### config.mk
export PLATFORM = sky130hd
export DESIGN_NAME = stopwatch_mux
export DESIGN_NICKNAME = d
export VERILOG_FILES = /design/src/rtl/stopwatch_mux.sv
export SDC_FILE = /design/constraint.sdc
export NUM_CORES = 1
export LEC_CHECK = 0
export ABC_AREA = 1
export BUFFER_PORTS_ARGS = -buffer_cell sky130_fd_sc_hd__clkbuf_2
export CORE_ASPECT_RATIO = 0.9
export CORE_UTILIZATION = 62
export CTS_BUF_LIST = sky130_fd_sc_hd__clkbuf_8
export DETAILED_ROUTE_END_ITERATION = 7
export GPL_ROUTABILITY_DRIVEN = 0
export PLACE_DENSITY = 0.84
export SKIP_LAST_GASP = 1
export SYNTH_ARGS = -nofsm -noshare
export SYNTH_HDL_FRONTEND = slang
export SYNTH_SLANG_ARGS = --single-unit
### constraint.sdc
create_clock -name clk -period 4.7 [get_ports clk]
set_clock_uncertainty 0.05 [all_clocks]
set_input_delay 0.47 -clock clk [delete_from_list [all_inputs] [get_ports clk]]
set_output_delay 0.47 -clock clk [all_outputs]
set_load 0.02 [all_outputs]
### src/rtl/stopwatch_mux.sv
// Stopwatch counting hh:mm:ss.cc in BCD, driving an 8-digit multiplexed 7-segment display.
// Define LAP_EN to build the lap (frozen display snapshot) feature; without it lap is ignored.

module stopwatch_mux #(
   parameter int CYC_PER_CS = 10,
   parameter int SCAN_DIV   = 1,
   parameter int HOUR_WRAP  = 24
) (
   input  logic        clk,
   input  logic        rst,
   input  logic        start_stop,
   input  logic        clear,
   input  logic        lap,
   output logic [7:0]  seg_data,
   output logic [7:0]  seg_com,
   output logic        running,
   output logic [31:0] time_bcd
);

`ifdef LAP_EN
   typedef enum logic [1:0] {IDLE, RUN, PAUSE, LAP} state_t;
`else
   typedef enum logic [1:0] {IDLE, RUN, PAUSE} state_t;
`endif

   localparam logic [15:0] PRE_LAST   = 16'(CYC_PER_CS - 1);
   localparam logic [7:0]  SCAN_LAST  = 8'(SCAN_DIV - 1);
   localparam logic [3:0]  H_TEN_LAST = 4'((HOUR_WRAP - 1) / 10);
   localparam logic [3:0]  H_ONE_LAST = 4'((HOUR_WRAP - 1) % 10);

   state_t      r_state;
   logic [31:0] r_time;
   logic [15:0] r_pre;
   logic        r_running;
   logic [2:0]  r_slot;
   logic [7:0]  r_scanDiv;
   logic [7:0]  r_segData;
   logic [7:0]  r_segCom;
`ifdef LAP_EN
   logic [31:0] r_snap;
   logic        r_frozen;
`else
   logic        w_unusedLap;
`endif

   logic        w_counting;
   logic        w_tick;
   logic [31:0] w_dispTime;
   logic [3:0]  w_digit;
   logic        w_dp;

   function automatic logic [4:0] stepDigit(input logic [3:0] d, input logic [3:0] last,
                                            input logic cin);
      if (!cin)
         return {1'b0, d};
      else if (d >= last)
         return {1'b1, 4'd0};
      else
         return {1'b0, d + 4'd1};
   endfunction

   // One centisecond step; hours wrap on the (tens, ones) pair so 24 and 100 share one path.
   function automatic logic [31:0] incTime(input logic [31:0] t);
      logic [31:0] n;
      logic [4:0]  st;
      n  = t;
      st = stepDigit(t[3:0],   4'd9, 1'b1);  n[3:0]   = st[3:0];
      st = stepDigit(t[7:4],   4'd9, st[4]); n[7:4]   = st[3:0];
      st = stepDigit(t[11:8],  4'd9, st[4]); n[11:8]  = st[3:0];
      st = stepDigit(t[15:12], 4'd5, st[4]); n[15:12] = st[3:0];
      st = stepDigit(t[19:16], 4'd9, st[4]); n[19:16] = st[3:0];
      st = stepDigit(t[23:20], 4'd5, st[4]); n[23:20] = st[3:0];
      if (st[4]) begin
         if (t[31:28] == H_TEN_LAST && t[27:24] == H_ONE_LAST) begin
            n[31:24] = 8'h00;
         end else begin
            st = stepDigit(t[27:24], 4'd9, 1'b1);  n[27:24] = st[3:0];
            st = stepDigit(t[31:28], 4'd9, st[4]); n[31:28] = st[3:0];
         end
      end
      return n;
   endfunction

   function automatic logic [7:0] segOf(input logic [3:0] d);
      case (d)
         4'd0:    return 8'hFC;
         4'd1:    return 8'h60;
         4'd2:    return 8'hDA;
         4'd3:    return 8'hF2;
         4'd4:    return 8'h66;
         4'd5:    return 8'hB6;
         4'd6:    return 8'hBE;
         4'd7:    return 8'hE0;
         4'd8:    return 8'hFE;
         4'd9:    return 8'hF6;
         default: return 8'h00;
      endcase
   endfunction

   always_comb begin
`ifdef LAP_EN
      w_counting = (r_state == RUN) || (r_state == LAP);
      w_dispTime = r_frozen ? r_snap : r_time;
`else
      w_counting = (r_state == RUN);
      w_dispTime = r_time;
`endif
      w_tick = w_counting && (r_pre == PRE_LAST);
      w_dp   = r_slot[0] && (r_slot != 3'd7);
      case (r_slot)
         3'd0:    w_digit = w_dispTime[31:28];
         3'd1:    w_digit = w_dispTime[27:24];
         3'd2:    w_digit = w_dispTime[23:20];
         3'd3:    w_digit = w_dispTime[19:16];
         3'd4:    w_digit = w_dispTime[15:12];
         3'd5:    w_digit = w_dispTime[11:8];
         3'd6:    w_digit = w_dispTime[7:4];
         default: w_digit = w_dispTime[3:0];
      endcase
   end

   // Control FSM, prescaler and time count; clear outranks start_stop, which outranks lap.
   always_ff @(posedge clk or posedge rst) begin
      if (rst) begin
         r_state   <= IDLE;
         r_time    <= 32'h0;
         r_pre     <= 16'd0;
         r_running <= 1'b0;
`ifdef LAP_EN
         r_snap    <= 32'h0;
         r_frozen  <= 1'b0;
`endif
      end else if (clear) begin
         r_state   <= IDLE;
         r_time    <= 32'h0;
         r_pre     <= 16'd0;
         r_running <= 1'b0;
`ifdef LAP_EN
         r_frozen  <= 1'b0;
`endif
      end else begin
         if (w_tick) begin
            r_pre  <= 16'd0;
            r_time <= incTime(r_time);
         end else if (w_counting) begin
            r_pre  <= r_pre + 16'd1;
         end
         if (start_stop) begin
            case (r_state)
               IDLE:  begin r_state <= RUN;   r_running <= 1'b1; end
               RUN:   begin r_state <= PAUSE; r_running <= 1'b0; end
               PAUSE: begin
                  r_state   <= RUN;
                  r_running <= 1'b1;
`ifdef LAP_EN
                  r_frozen  <= 1'b0;
`endif
               end
`ifdef LAP_EN
               LAP:   begin r_state <= PAUSE; r_running <= 1'b0; end
`endif
               default: r_state <= IDLE;
            endcase
`ifdef LAP_EN
         end else if (lap) begin
            case (r_state)
               RUN:   begin r_state <= LAP; r_snap <= r_time; r_frozen <= 1'b1; end
               LAP:   begin r_state <= RUN; r_frozen <= 1'b0; end
               PAUSE: r_frozen <= 1'b0;
               default: ;
            endcase
`endif
         end
      end
   end

   // Digit scan; the segment registers show the slot that was current before the edge.
   always_ff @(posedge clk or posedge rst) begin
      if (rst) begin
         r_scanDiv <= 8'd0;
         r_slot    <= 3'd0;
         r_segCom  <= 8'hFF;
         r_segData <= 8'h00;
      end else begin
         r_segCom  <= ~(8'h80 >> r_slot);
         r_segData <= segOf(w_digit) | {7'd0, w_dp};
         if (r_scanDiv == SCAN_LAST) begin
            r_scanDiv <= 8'd0;
            r_slot    <= r_slot + 3'd1;
         end else begin
            r_scanDiv <= r_scanDiv + 8'd1;
         end
      end
   end

`ifndef LAP_EN
   assign w_unusedLap = lap;
`endif
   assign seg_data = r_segData;
   assign seg_com  = r_segCom;
   assign running  = r_running;
   assign time_bcd = r_time;

endmodule

Word-level counts from Yosys, hierarchy flattened
Memories as Yosys holds them, arrays and structs flattened. Index checks and enable logic that the tools add are counted.

$add $sub $neg: 11. Order comparisons: 8. Equal/unequal tests: 12. Shifts and indexed selects: 1. Muxes and demuxes: 45. Bitwise operators: 2. Reductions and logical operators: 26.

Operator list (count): $mux W5 (28); $mux W32 (2); $mux W16 (3); $add A4 B1 Y4 const B (8); $pmux W4 S7 (1); $ge A4 B4 Y1 const B (6); $mux W8 (3); $add A16 B1 Y16 const B (1); $eq A16 B4 Y1 const B (1); $reduce_bool A2 Y1 (8); $reduce_and A2 Y1 (7); $eq A3 B3 Y1 const B (3); $reduce_bool A3 Y1 (3); $add A8 B1 Y8 const B (1); $eq A4 B2 Y1 const B (2); $ge A4 B3 Y1 const B (2); $logic_not A8 Y1 (1); $mux W4 (2); $not A8 Y8 (1); $or A8 B1 Y8 (1); $shr A8 B3 Y8 const A (1); $eq A3 B2 Y1 const B (2); $mux W2 (2); $pmux W2 S2 (1); 12 further kinds (15).

Flip-flop bits (word level): 78. ROM bits: 112. Input bits: 5. Output and inout port bits: 49. Word-level logic and storage cells: 121. Memories: 1.

Memory list: (no name shown) (words 16, bits a word 7, read ports 1, clocked after Yosys merged registers in 0, wr ports 0, line 85) `case (d)`.

Logic depth before layout (Yosys ltp)
Gate-level depths: netlist (run 1).

Depth in word-level cells: 27. Mapped depth: 15. Mapped depth without buffers: 15.

Least setup slack after synthesis (run 1)
Ideal clock, no wire load.

Path kind: reg2reg. From: register r_slot[0]. To: register r_segData[4], in the netlist seg_data[4]. Setup time: 119 ps. Arrival time: 2051 ps. Data required time: 4531 ps. Path slack: 2480 ps. Cell stages (with the launch flop): 12. Buffers on the path: 0. Clock period less this slack: 2220 ps. Cell sequence: dfrtp_1 ha_1 ha_1 inv_1 nand4_2 o21ai_1 inv_1 ha_1 inv_1 o21ai_0 nand2_1 nand2_1.

Cells in the longest elaborated chain, start to end: 4. Elaborated cells on any way between the ends: 10. Those cells by class: eq/ne (6); mux (1); bitwise (1); reduce/logical (1); memory (1).

Ends and longest elaborated chain: start: declaration (line 35) `logic [2:0] r_slot;`; start signal: assignment (line 189) `r_slot <= r_slot + 3'd1;`; $eq A3 B3 Y1, or another cell as far along (line 110) `case (r_slot)`; $pmux W4 S7 * (line 110); $mem_v2 Z16 W7 *; $or A8 B1 Y8 * (line 186) `r_segData <= segOf(w_digit) | {7'd0, w_dp};`; end signal: assignment (line 186); end: declaration (line 37) `logic [7:0] r_segData;`.

Every way passes the cells marked *; elsewhere a longest branch is shown, timed or not. A chain may end at the register's enable or synchronous reset.

Worst setup path in the final report (run 1)
Same ends and word-level chain as after synthesis.

==> Implementation_results.wiki, run 1 <==
{| class="wikitable"
! Metric !! Value
|-
| CTS max path bufs || 2
|-
| Share of synthesized registers carrying an async set or reset || 100%
|-
| Sequential fraction of design power || 47.6%
|-
| Portion of total power attributed to the clock network || a little under a third
|-
| Syn Nets || 631
|-
| Clock slew at reported path FFs || approximately 80 ps
|-
| Worst Hold Class || input port to async pin
|-
| Via count normalized by instance count || 5.55
|-
| Combined area of the multi-input logic cells || 0.00237 mm2
|-
| Endpoint required time on the critical path || 4900 ps
|-
| Max-capacitance violation count || 0
|-
| Critical Path Max Stage Delay || 440 ps
|-
| Register bit total from synthesis || 78
|-
| Sw Ratio || 33.1%
|-
| Area used by sequential logic in the layout || ~0.0020 mm2
|-
| Post-synth cell types || 38
|-
| Start point of the critical path || r_slot[0]
|-
| Slowest CP cell || sky130_fd_sc_hd__o21ai_1
|-
| Number of clock buffers inserted by TritonCTS || 9
|-
| Element type at the critical path start || flip-flop
|-
| Root buf cell || sky130_fd_sc_hd__clkbuf_8
|-
| Highest attainable clock frequency || around 390 MHz
|-
| Arrival time at the worst endpoint || about 2800 ps
|-
| Number of antenna violations at the first check in global routing || 0
|-
| Combinational cell fraction of total power || 22.0%
|-
| Number of gates resized after cts || 0
|-
| DRT iter0 DRCs || 312
|-
| Via count of the first global-routing pass || between 3000 and 4000
|-
| Proportion of netlist area held by the largest area contributor || between 30% and 40%
|-
| Biggest area consumer among synthesized cells || sky130_fd_sc_hd__dfrtp_1
|-
| Kind of critical path || flip-flop to flip-flop
|-
| Net switching power figure || around 0.54 mW
|-
| Relative slew slack || between 40% and 50%
|-
| Internal power || 1.10 mW
|-
| Initial Util || 65.6%
|-
| Hold Fails Final Rpt || 0
|-
| PnR worst setup slack || 2120 ps
|-
| Actual slew at the worst max-slew pin || just over 800 ps
|-
| Count of filler cells inserted in the layout || about 560
|-
| Peak supply drop || 0.000247 V
|-
| Hold slack || 197 ps
|-
| Grt total ovfl || 0
|-
| First drt pass iteration count || 5
|-
| Routed wirelength normalized by instance count || between 10 and 15 um
|-
| Result of the run || finished clean
|-
| Placed Instances || 727
|-
| Via count || 4122
|-
| DRT antenna net count || 0
|-
| Pins Over Slew Limit || 0
|-
| Antenna cells || 0
|-
| Die area || 0.00795 mm2
|-
| Post-detailed-routing wire length || 10.2 mm
|-
| Area growth from synthesis to final layout || 11.7%
|-
| Reg-to-reg slack, setup || around 2100 ps
|-
| CTS H-tree depth || 3
|-
| Final-layout setup total negative slack || 0 ps
|-
| Final core area utilization || 73.2%
|-
| Dominant cells by area after synthesis || sky130_fd_sc_hd__dfrtp_1, sky130_fd_sc_hd__ha_1, sky130_fd_sc_hd__nand2_1
|-
| First-pass GRT wire length || 17.4 mm
|-
| Reg2Reg Launch Point || r_slot[0]
|-
| Total setup buffers inserted after CTS || 0
|-
| Setup WS pre-CTS || 2130 ps
|-
| Static Leak || 2.61 nW
|-
| TritonCTS clock tree || yes
|-
| Post-Syn Instances || between 500 and 600
|-
| Final period demand of the worst path || 2580 ps
|-
| Clock sink count || 78
|-
| Power density cells || 311 mW/mm2
|-
| Source-to-sink clock delay at the later pin of the worst-skew pair || 360 ps
|-
| Most numerous cell in the Yosys netlist || sky130_fd_sc_hd__nand2_1
|-
| Overall Global Routing Usage || 28.0%
|-
| # nets final || 691
|-
| Number of enable-type register cells in the synthesized netlist || 0
|-
| HPWL after DPL || 7.63 mm
|-
| Standard-cell rows || 29
|-
| Residual DRC count || 0
|-
| Post-synthesis area per instance || 8.05 um2
|-
| Critical-path maximum fanout || 7
|-
| Height of the chip || between 80 and 90 um
|-
| CORE AREA || between 0.007 and 0.008 mm2
|-
| Width of the die || 93.9 um
|-
| Hold Buf Count CTS || 0
|-
| Post-layout instance count excluding filler cells || approximately 740
|-
| Worst r2r path cells || 11
|-
| Maximum number of pins on one net before global-route repair || 41
|-
| Most common library cells after synthesis || sky130_fd_sc_hd__nand2_1, sky130_fd_sc_hd__inv_1, sky130_fd_sc_hd__dfrtp_1
|-
| Cell area after synthesis || 0.00471 mm2
|-
| Input/output buffers || 52
|-
| Most instantiated flip-flop cell in the synthesis netlist || sky130_fd_sc_hd__dfrtp_1
|-
| Part of the cycle the worst path needs || 54.8%
|-
| Sequential area share after synthesis || a little over two fifths
|-
| Share of post-route cells with drive strength above 1 || 17.8%
|-
| Number of synthesis warnings || 0
|-
| List of cells traversed by the critical path || ha_1, ha_1, inv_1, nand4_2, o21ai_1, inv_1, ha_1, inv_1, o21ai_0, nand2_1, nand2_1
|-
| Number of top-level pins || 54
|-
| Setup violation total in the final timing report || 0
|-
| Unrepaired setup endpoints after global routing || no
|-
| Critical path endpoint category || flip-flop
|-
| Worst flop-to-flop path endpoint || seg_data[4]
|}
flip-flops by register name (all words and copies together) (netlist names):
| signal | count |
|---|---|
| time_bcd | 32 |
| r_pre | 16 |
| r_scanDiv | 8 |
| seg_com | 8 |
| seg_data | 8 |
| r_slot | 3 |
| r_state | 2 |
| running | 1 |
cells by family (layout without fill, tap and decap cells):
| group | after synthesis | count (layout) | synth area share [%] |
|---|---|---|---|
| AND/OR/NAND/NOR | 272 | 272 | 27.2 |
| buffers and inverters | 97 | 162 | 7.92 |
| AO/OA/AOI/OAI | 82 | 82 | 9.56 |
| flip-flops | 78 | 78 | 41.7 |
| adder cells (fa/ha/maj) | 41 | 41 | 10.9 |
| XOR/XNOR | 15 | 15 | 2.79 |
metal layers:
layer / track usage [%] / vias to the layer above / wire length (um)
met5: 0 / - / 0
met3: 6.88 / 18 / 626
li1: - / 2012 / -
met1: 36.7 / 1948 / 4440
met2: 45.6 / 144 / 4940
met4: 9.23 / 0 / 163
cell type report:
cell class	instances	area share, %
inverter	93	6.63
clock inverter	6	1.05
clock buffer	10	2.62
tap	93	2.21
sequential	78	37.3
multi-input combinational	410	45.1
timing repair buffer	53	5.09
cell usage in the layout (no fill, tap or decap), drive strengths merged:
| cell | count |
|---|---|
| a211oi | 1 |
| a21boi | 1 |
| a21oi | 16 |
| buf | 1 |
| bufinv | 1 |
| clkbuf | 62 |
| clkinv | 2 |
| clkinvlp | 1 |
| dfrtp | 70 |
| dfstp | 8 |
| ha | 41 |
| inv | 95 |
| nand2 | 126 |
| nand3 | 42 |
| nand3b | 2 |
| nand4 | 18 |
| nor2 | 62 |
| nor3 | 12 |
| nor3b | 3 |
| nor4 | 3 |
| o21ai | 55 |
| o21bai | 1 |
| o22ai | 8 |
| or2 | 4 |
| xnor2 | 5 |
| xor2 | 10 |
worst max-delay path by stage:
stage	depth (start not counted)	to
after global placement	11	seg_data[4]
after global routing	11	seg_data[4]
final	11	seg_data[4]
after CTS	11	seg_data[4]
after detailed placement	11	seg_data[4]
after floorplan	1	r_pre[0]
stage by stage:
step	total power [mW]	area (um2)
after floorplan	1.04	4710
final	1.64	5260
after global routing	1.73	5260
after detailed placement	1.15	5070
after global placement	1.14	5070
after CTS	1.65	5260
critical path, delay by kind of cell (launching register included):
family	cells	cell delay, ps
adders and majority gates	3	750
DFF	1	430
and+or+nand+nor	3	350
AOI/OAI and AO/OA	2	520
buffers and inverters	3	370
power by group through the flow:
stage	Clock, mW	Combinational (mW)	Sequential, mW
after floorplan	0	0.194	0.844
after global placement	0	0.348	0.787
after detailed placement	0	0.361	0.791
after CTS	0.508	0.363	0.778
after global routing	0.538	0.409	0.786
final	0.498	0.360	0.779
Note: power is estimated with default switching activity, not from simulation.
==> run 2: changes to the inputs <==
CORE_UTILIZATION = 61   (was 62)
PLACE_DENSITY = 0.83   (was 0.84)
clock period = 2.55 ns   (was 4.7 ns; I/O delays follow)
==> run 2 against run 1 <==
  * Final cell count rose by 0.81%
  * Via count grew 1.7%
  * Critical path depth increased by 3
  * Count of clock-buffer cells in the layout is 1 lower
  * Power rose by 91%
  * Sequential share of layout area fell by 0.58 points
  * Critical endpoint unchanged
  * Global-route usage up 0.39 points
  * Setup slack worse by 2000 ps
  * Worst hold slack worse by 50 ps
  * Die area increased by 1.6%
  * Combinational power increased by 88%
  * Fmax increased by 7.1%
  * Largest power group unchanged
==> Implementation_results.wiki, run 2 (synthesis gave the netlist of run 1 again) <==
{| class="wikitable"
! Metric !! Value
|-
| Initial Util || 62.7%
|-
| Worst Hold Class || input port to flip-flop
|-
| Kind of critical path || flip-flop to flip-flop
|-
| Source-to-sink clock delay at the later pin of the worst-skew pair || 360 ps
|-
| Critical path endpoint category || flip-flop
|-
| Die area || slightly above 0.008 mm2
|-
| Critical-path maximum fanout || 7
|-
| CORE AREA || 0.00751 mm2
|-
| Overall Global Routing Usage || 28.4%
|-
| Root buf cell || sky130_fd_sc_hd__clkbuf_8
|-
| Clock sink count || 78
|-
| Area growth from synthesis to final layout || 13.5%
|-
| # nets final || 694
|-
| Share of post-route cells with drive strength above 1 || 18.4%
|-
| Clock slew at reported path FFs || 80 ps
|-
| Max-capacitance violation count || 0
|-
| DRT iter0 DRCs || 313
|-
| First drt pass iteration count || 5
|-
| Power density cells || 586 mW/mm2
|-
| Setup violation total in the final timing report || 0
|-
| Relative slew slack || 62.3%
|-
| Standard-cell rows || 30
|-
| Via count || ~4200
|-
| Top library cells by usage in the layout, fill and taps aside || sky130_fd_sc_hd__nand2_1, sky130_fd_sc_hd__inv_1, sky130_fd_sc_hd__dfrtp_1
|-
| Portion of total power attributed to the clock network || 32.6%
|-
| Height of the chip || 85.4 um
|-
| Routed wirelength normalized by instance count || 14.1 um
|-
| Number of clock buffers inserted by TritonCTS || 9
|-
| Grt total ovfl || 0
|-
| DRT antenna net count || 0
|-
| Width of the die || roughly 95 um
|-
| Result of the run || finished clean
|-
| Input/output buffers || 52
|-
| HPWL after DPL || 7.62 mm
|-
| Residual DRC count || 0
|-
| Net switching power figure || approximately 1.0 mW
|-
| Via count normalized by instance count || 5.60
|-
| Number of top-level pins || 54
|-
| Count of filler cells inserted in the layout || 603
|-
| Element type at the critical path start || flip-flop
|-
| Total Power Consumption || ~3.1 mW
|-
| Endpoint required time on the critical path || 2740 ps
|-
| Hold slack || 148 ps
|-
| CTS H-tree depth || 3
|-
| Most common cell after layout, fill and taps aside || sky130_fd_sc_hd__nand2_1
|-
| Flip-flop count of the largest register after layout || 32
|-
| Final period demand of the worst path || about 2400 ps
|-
| Internal power || about 2.1 mW
|-
| Hold Fails Final Rpt || 0
|-
| CTS max path bufs || 2
|-
| TritonCTS clock tree || yes
|-
| Highest attainable clock frequency || 416 MHz
|-
| Peak supply drop || 0.000417 V
|-
| Arrival time at the worst endpoint || 2600 ps
|-
| Antenna cells || 0
|-
| Pins Over Slew Limit || 0
|-
| Post-detailed-routing wire length || 10.6 mm
|-
| Maximum number of pins on one net before global-route repair || 79
|-
| Sw Ratio || 32.7%
|-
| Part of the cycle the worst path needs || 94.4%
|-
| First-pass GRT wire length || 18.0 mm
|-
| Sequential fraction of design power || 45.7%
|-
| Via count of the first global-routing pass || 3904
|-
| Number of antenna violations at the first check in global routing || 0
|-
| Actual slew at the worst max-slew pin || 560 ps
|-
| Static Leak || ~2.6 nW
|-
| Combinational cell fraction of total power || 21.7%
|}
run 2: changes by cell type in the layout (fill, tap and decap cells not counted):
cell                            before  now
sky130_fd_sc_hd__buf_12              0    1
sky130_fd_sc_hd__buf_4               1    2
sky130_fd_sc_hd__bufinv_16           1    2
sky130_fd_sc_hd__clkbuf_8           10    9
sky130_fd_sc_hd__clkinv_4            0    2
sky130_fd_sc_hd__clkinvlp_4          1    0
sky130_fd_sc_hd__dlygate4sd3_1       0    1
sky130_fd_sc_hd__inv_1              85   84
sky130_fd_sc_hd__nand4_2             1    0
sky130_fd_sc_hd__nand4_4             1    2
sky130_fd_sc_hd__o21ai_1            31   30
sky130_fd_sc_hd__o21ai_4             0    1
run 2: per-stage QoR:
step                setup TNS [ps]  utilization, %  std cells  cell area (um2)  worst slack [ps]
finish                           0            71.2        749             5350               143
global route                 -15.3            71.2        749             5350             -13.7
CTS                              0            71.0        749             5330              37.7
detailed placement               0            68.0        732             5100              75.2
global placement                 0            68.0        732             5100               166
floorplan                        0               -        585             4710               263
run 2: cell type report:
class	count	area [um2]	area share, %
clock buffers	9	124	2.32
clock inverters	7	91.3	1.71
inverters	93	349	6.53
multi-input cells	410	2390	44.8
flip-flops and latches	78	1960	36.7
well taps	96	120	2.25
repair buffers	56	305	5.71
run 2: path summary, 6_finish.rpt:
check | startpoint | to | slack (ps) | depth (start not counted)
max | r_slot[0] | seg_data[4] | 140 | 14
min | start_stop | r_state[1] | 150 | 3
max reg2reg | r_slot[0] | seg_data[4] | 140 | 14
min reg2reg | r_scanDiv[0] | r_scanDiv[0] | 450 | 1
max in group asynchronous | rst | seg_com[3] | 1620 | 4
min in group asynchronous | rst | time_bcd[1] | 480 | 4
run 2: metal layers:
metal | vias up | GRT usage [%] | wire, um
met3 | 17 | 6.18 | 633
met4 | 0 | 7.99 | 157
met1 | 2014 | 38.4 | 4600
met5 | - | 0 | 0
li1 | 2026 | - | -
met2 | 137 | 46.0 | 5170
run 2: what timing repair did:
item | 4_1_cts | 5_1_grt
hold buffers | 1 | 0
endpoints found under the setup margin | 0 | 5
buffers inserted | 0 | 0
hold endpoints to repair | 70 | 0
gates resized for setup | 0 | 3
run 2: power groups by stage:
stage          registers, mW  logic (mW)  clock network, mW
2_1_floorplan           1.56       0.357                  0
3_3_place_gp            1.45       0.648                  0
3_5_place_dp            1.46       0.669                  0
4_1_cts                 1.43       0.678               1.03
5_1_grt                 1.45       0.769               1.08
6_report                1.43       0.678               1.02
run 2: critical path, cell delays in order (launching register included):
cell and delay, ps:
sky130_fd_sc_hd__dfrtp_1 430, sky130_fd_sc_hd__ha_1 240, sky130_fd_sc_hd__ha_1 200, sky130_fd_sc_hd__inv_1 170
sky130_fd_sc_hd__nand4_4 190, sky130_fd_sc_hd__o21ai_0 120, sky130_fd_sc_hd__nor2_1 50, sky130_fd_sc_hd__nand2_1 140
sky130_fd_sc_hd__o21ai_4 110, sky130_fd_sc_hd__inv_1 90, sky130_fd_sc_hd__ha_1 240, sky130_fd_sc_hd__inv_1 80
sky130_fd_sc_hd__o21ai_0 80, sky130_fd_sc_hd__nand2_1 60, sky130_fd_sc_hd__nand2_1 40
==> run 3: changes to the inputs <==
CORE_ASPECT_RATIO = 0.75   (was 0.9)
==> run 3 against run 2 <==
  * Cell area about the same
  * Clock power decreased by 11%
  * Critical path depth unchanged
  * Non-clock buffer count increased by 2
  * Register-to-register slack about the same
  * Global-route usage increased by 0.14 points
  * Critical endpoint unchanged
  * Largest power group unchanged
  * Highest routed layer unchanged
==> Implementation_results.wiki, run 3 (synthesis gave the netlist of run 1 again) <==
{| class="wikitable"
! Metric !! Value
|-
| # nets final || 696
|-
| PnR worst setup slack || 140 ps
|-
| Clock slew at reported path FFs || 90 ps
|-
| Hold Fails Final Rpt || 0
|-
| First drt pass iteration count || 6
|-
| Input/output buffers || 52
|-
| Final-layout setup total negative slack || 0 ps
|-
| Area growth from synthesis to final layout || 13.6%
|-
| Root buf cell || sky130_fd_sc_hd__clkbuf_8
|-
| Flip-flop count of the largest register after layout || 32
|-
| Grt total ovfl || 0
|-
| Via count of the first global-routing pass || roughly 4000
|-
| HPWL after DPL || 7.81 mm
|-
| Height of the chip || 78.1 um
|-
| Result of the run || finished clean
|-
| DRT iter0 DRCs || 275
|-
| Net switching power figure || 1.02 mW
|-
| Via count || 4156
|-
| Share of post-route cells with drive strength above 1 || about a fifth
|-
| Number of antenna violations at the first check in global routing || 0
|-
| Relative slew slack || 56.5%
|-
| Power density cells || 565 mW/mm2
|-
| Top library cells by usage in the layout, fill and taps aside || sky130_fd_sc_hd__nand2_1, sky130_fd_sc_hd__inv_1, sky130_fd_sc_hd__dfrtp_1
|-
| Residual DRC count || 0
|-
| First-pass GRT wire length || roughly 18 mm
|-
| CORE AREA || roughly 0.0074 mm2
|-
| Source-to-sink clock delay at the later pin of the worst-skew pair || 370 ps
|-
| Highest attainable clock frequency || between 400 and 500 MHz
|-
| Max-capacitance violation count || 0
|-
| Final period demand of the worst path || roughly 2400 ps
|-
| Critical-path maximum fanout || 7
|-
| Sw Ratio || 33.6%
|-
| Sequential fraction of design power || 47.5%
|-
| TritonCTS clock tree || yes
|-
| Combinational cell fraction of total power || 22.5%
|-
| Worst Hold Class || input port to flip-flop
|-
| Initial Util || 63.7%
|-
| Actual slew at the worst max-slew pin || 648 ps
|-
| Placed Instances || 738
|-
| Setup violation total in the final timing report || 0
|-
| Routed wirelength normalized by instance count || around 14 um
|-
| Die area || roughly 0.008 mm2
|-
| Post-layout instance count excluding filler cells || 756
|-
| Number of clock buffers inserted by TritonCTS || 9
|-
| Overall Global Routing Usage || 28.6%
|-
| Antenna cells || 0
|-
| Kind of critical path || flip-flop to flip-flop
|-
| Part of the cycle the worst path needs || 94.5%
|-
| Number of top-level pins || 54
|-
| Setup WS pre-CTS || 44.5 ps
|-
| Post-detailed-routing wire length || 10.6 mm
|-
| Critical path endpoint category || flip-flop
|-
| Peak supply drop || ~0.00039 V
|-
| Endpoint required time on the critical path || 2750 ps
|-
| CTS H-tree depth || 3
|-
| Portion of total power attributed to the clock network || 30.0%
|-
| Clock sink count || 78
|-
| Area of all placed cells without fillers || 0.00535 mm2
|-
| Total Power Consumption || roughly 3.0 mW
|-
| DRT antenna net count || 0
|-
| Static Leak || approximately 2.6 nW
|-
| Maximum number of pins on one net before global-route repair || 43
|-
| Internal power || between 2 and 2.5 mW
|-
| Reg-to-reg slack, setup || 140 ps
|-
| Standard-cell rows || 27
|-
| Pins Over Slew Limit || 0
|-
| Width of the die || 103 um
|-
| Element type at the critical path start || flip-flop
|-
| Arrival time at the worst endpoint || 2610 ps
|-
| CTS max path bufs || 2
|-
| Via count normalized by instance count || 5.50
|-
| Most common cell after layout, fill and taps aside || sky130_fd_sc_hd__nand2_1
|-
| Cell area after placement || 0.00511 mm2
|}
[run 3: cell types whose count changed in the layout (fill, tap and decap cells not counted)]
cell	change
sky130_fd_sc_hd__buf_4	+2
sky130_fd_sc_hd__bufinv_16	-1
sky130_fd_sc_hd__clkinv_2	+2
sky130_fd_sc_hd__clkinv_4	-2
sky130_fd_sc_hd__clkinvlp_4	+2
sky130_fd_sc_hd__ha_1	-3
sky130_fd_sc_hd__ha_2	+3
sky130_fd_sc_hd__inv_1	-2
sky130_fd_sc_hd__inv_2	+1
[run 3: through the flow]
step	utilization [%]	hold WS (ps)
after floorplan	-	355
after global placement	69.1	167
after detailed placement	69.1	173
after CTS	71.8	140
after global routing	72.3	173
final	72.3	157
[run 3: per-layer routing]
metal | vias to the layer above | routed length [um] | track usage, %
met2 | 144 | 4900 | 43.9
met5 | - | 0 | 0
met4 | 0 | 208 | 9.72
met1 | 1965 | 4830 | 39.2
met3 | 25 | 679 | 7.39
li1 | 2022 | - | -
[run 3: worst max-delay path, cell delays in order (launching register included)]
cell and delay [ps]:
sky130_fd_sc_hd__dfrtp_1 430, sky130_fd_sc_hd__ha_1 240, sky130_fd_sc_hd__ha_1 220, sky130_fd_sc_hd__inv_2 110
sky130_fd_sc_hd__nand4_4 180, sky130_fd_sc_hd__o21ai_0 140, sky130_fd_sc_hd__nor2_1 60, sky130_fd_sc_hd__nand2_1 140
sky130_fd_sc_hd__o21ai_4 110, sky130_fd_sc_hd__inv_1 120, sky130_fd_sc_hd__ha_1 240, sky130_fd_sc_hd__inv_1 70
sky130_fd_sc_hd__o21ai_0 80, sky130_fd_sc_hd__nand2_1 60, sky130_fd_sc_hd__nand2_1 40
[run 3: repair_timing]
item / in CTS / in global routing
setup buffers: 0 / 1
gates resized for setup: 0 / 7
hold buffers: 1 / 0
setup endpoints to repair: 0 / 5
hold endpoints to repair: 13 / 0
[run 3: cell type report]
class	count	area, um2
clock buffers	9	124
well taps	101	126
inverters	93	349
fillers	564	2050
clock inverters	7	65.1
multi-input cells	410	2400
repair buffers	58	320
flip-flops and latches	78	1960
[run 3: worst paths after layout]
kind	to	start	cells past startpoint
min reg2reg	r_scanDiv[0]	r_scanDiv[0]	1
min in group asynchronous	seg_data[6]	rst	3
min	r_state[1]	start_stop	3
max	seg_data[4]	r_slot[0]	14
max in group asynchronous	seg_com[6]	rst	4
max reg2reg	seg_data[4]	r_slot[0]	14
[run 3: power groups by stage]
stage	sequential [mW]	clock, mW	combinational, mW
after floorplan	1.56	0	0.357
after global placement	1.45	0	0.646
after detailed placement	1.46	0	0.671
after CTS	1.43	0.925	0.674
after global routing	1.46	0.965	0.771
final	1.43	0.907	0.679
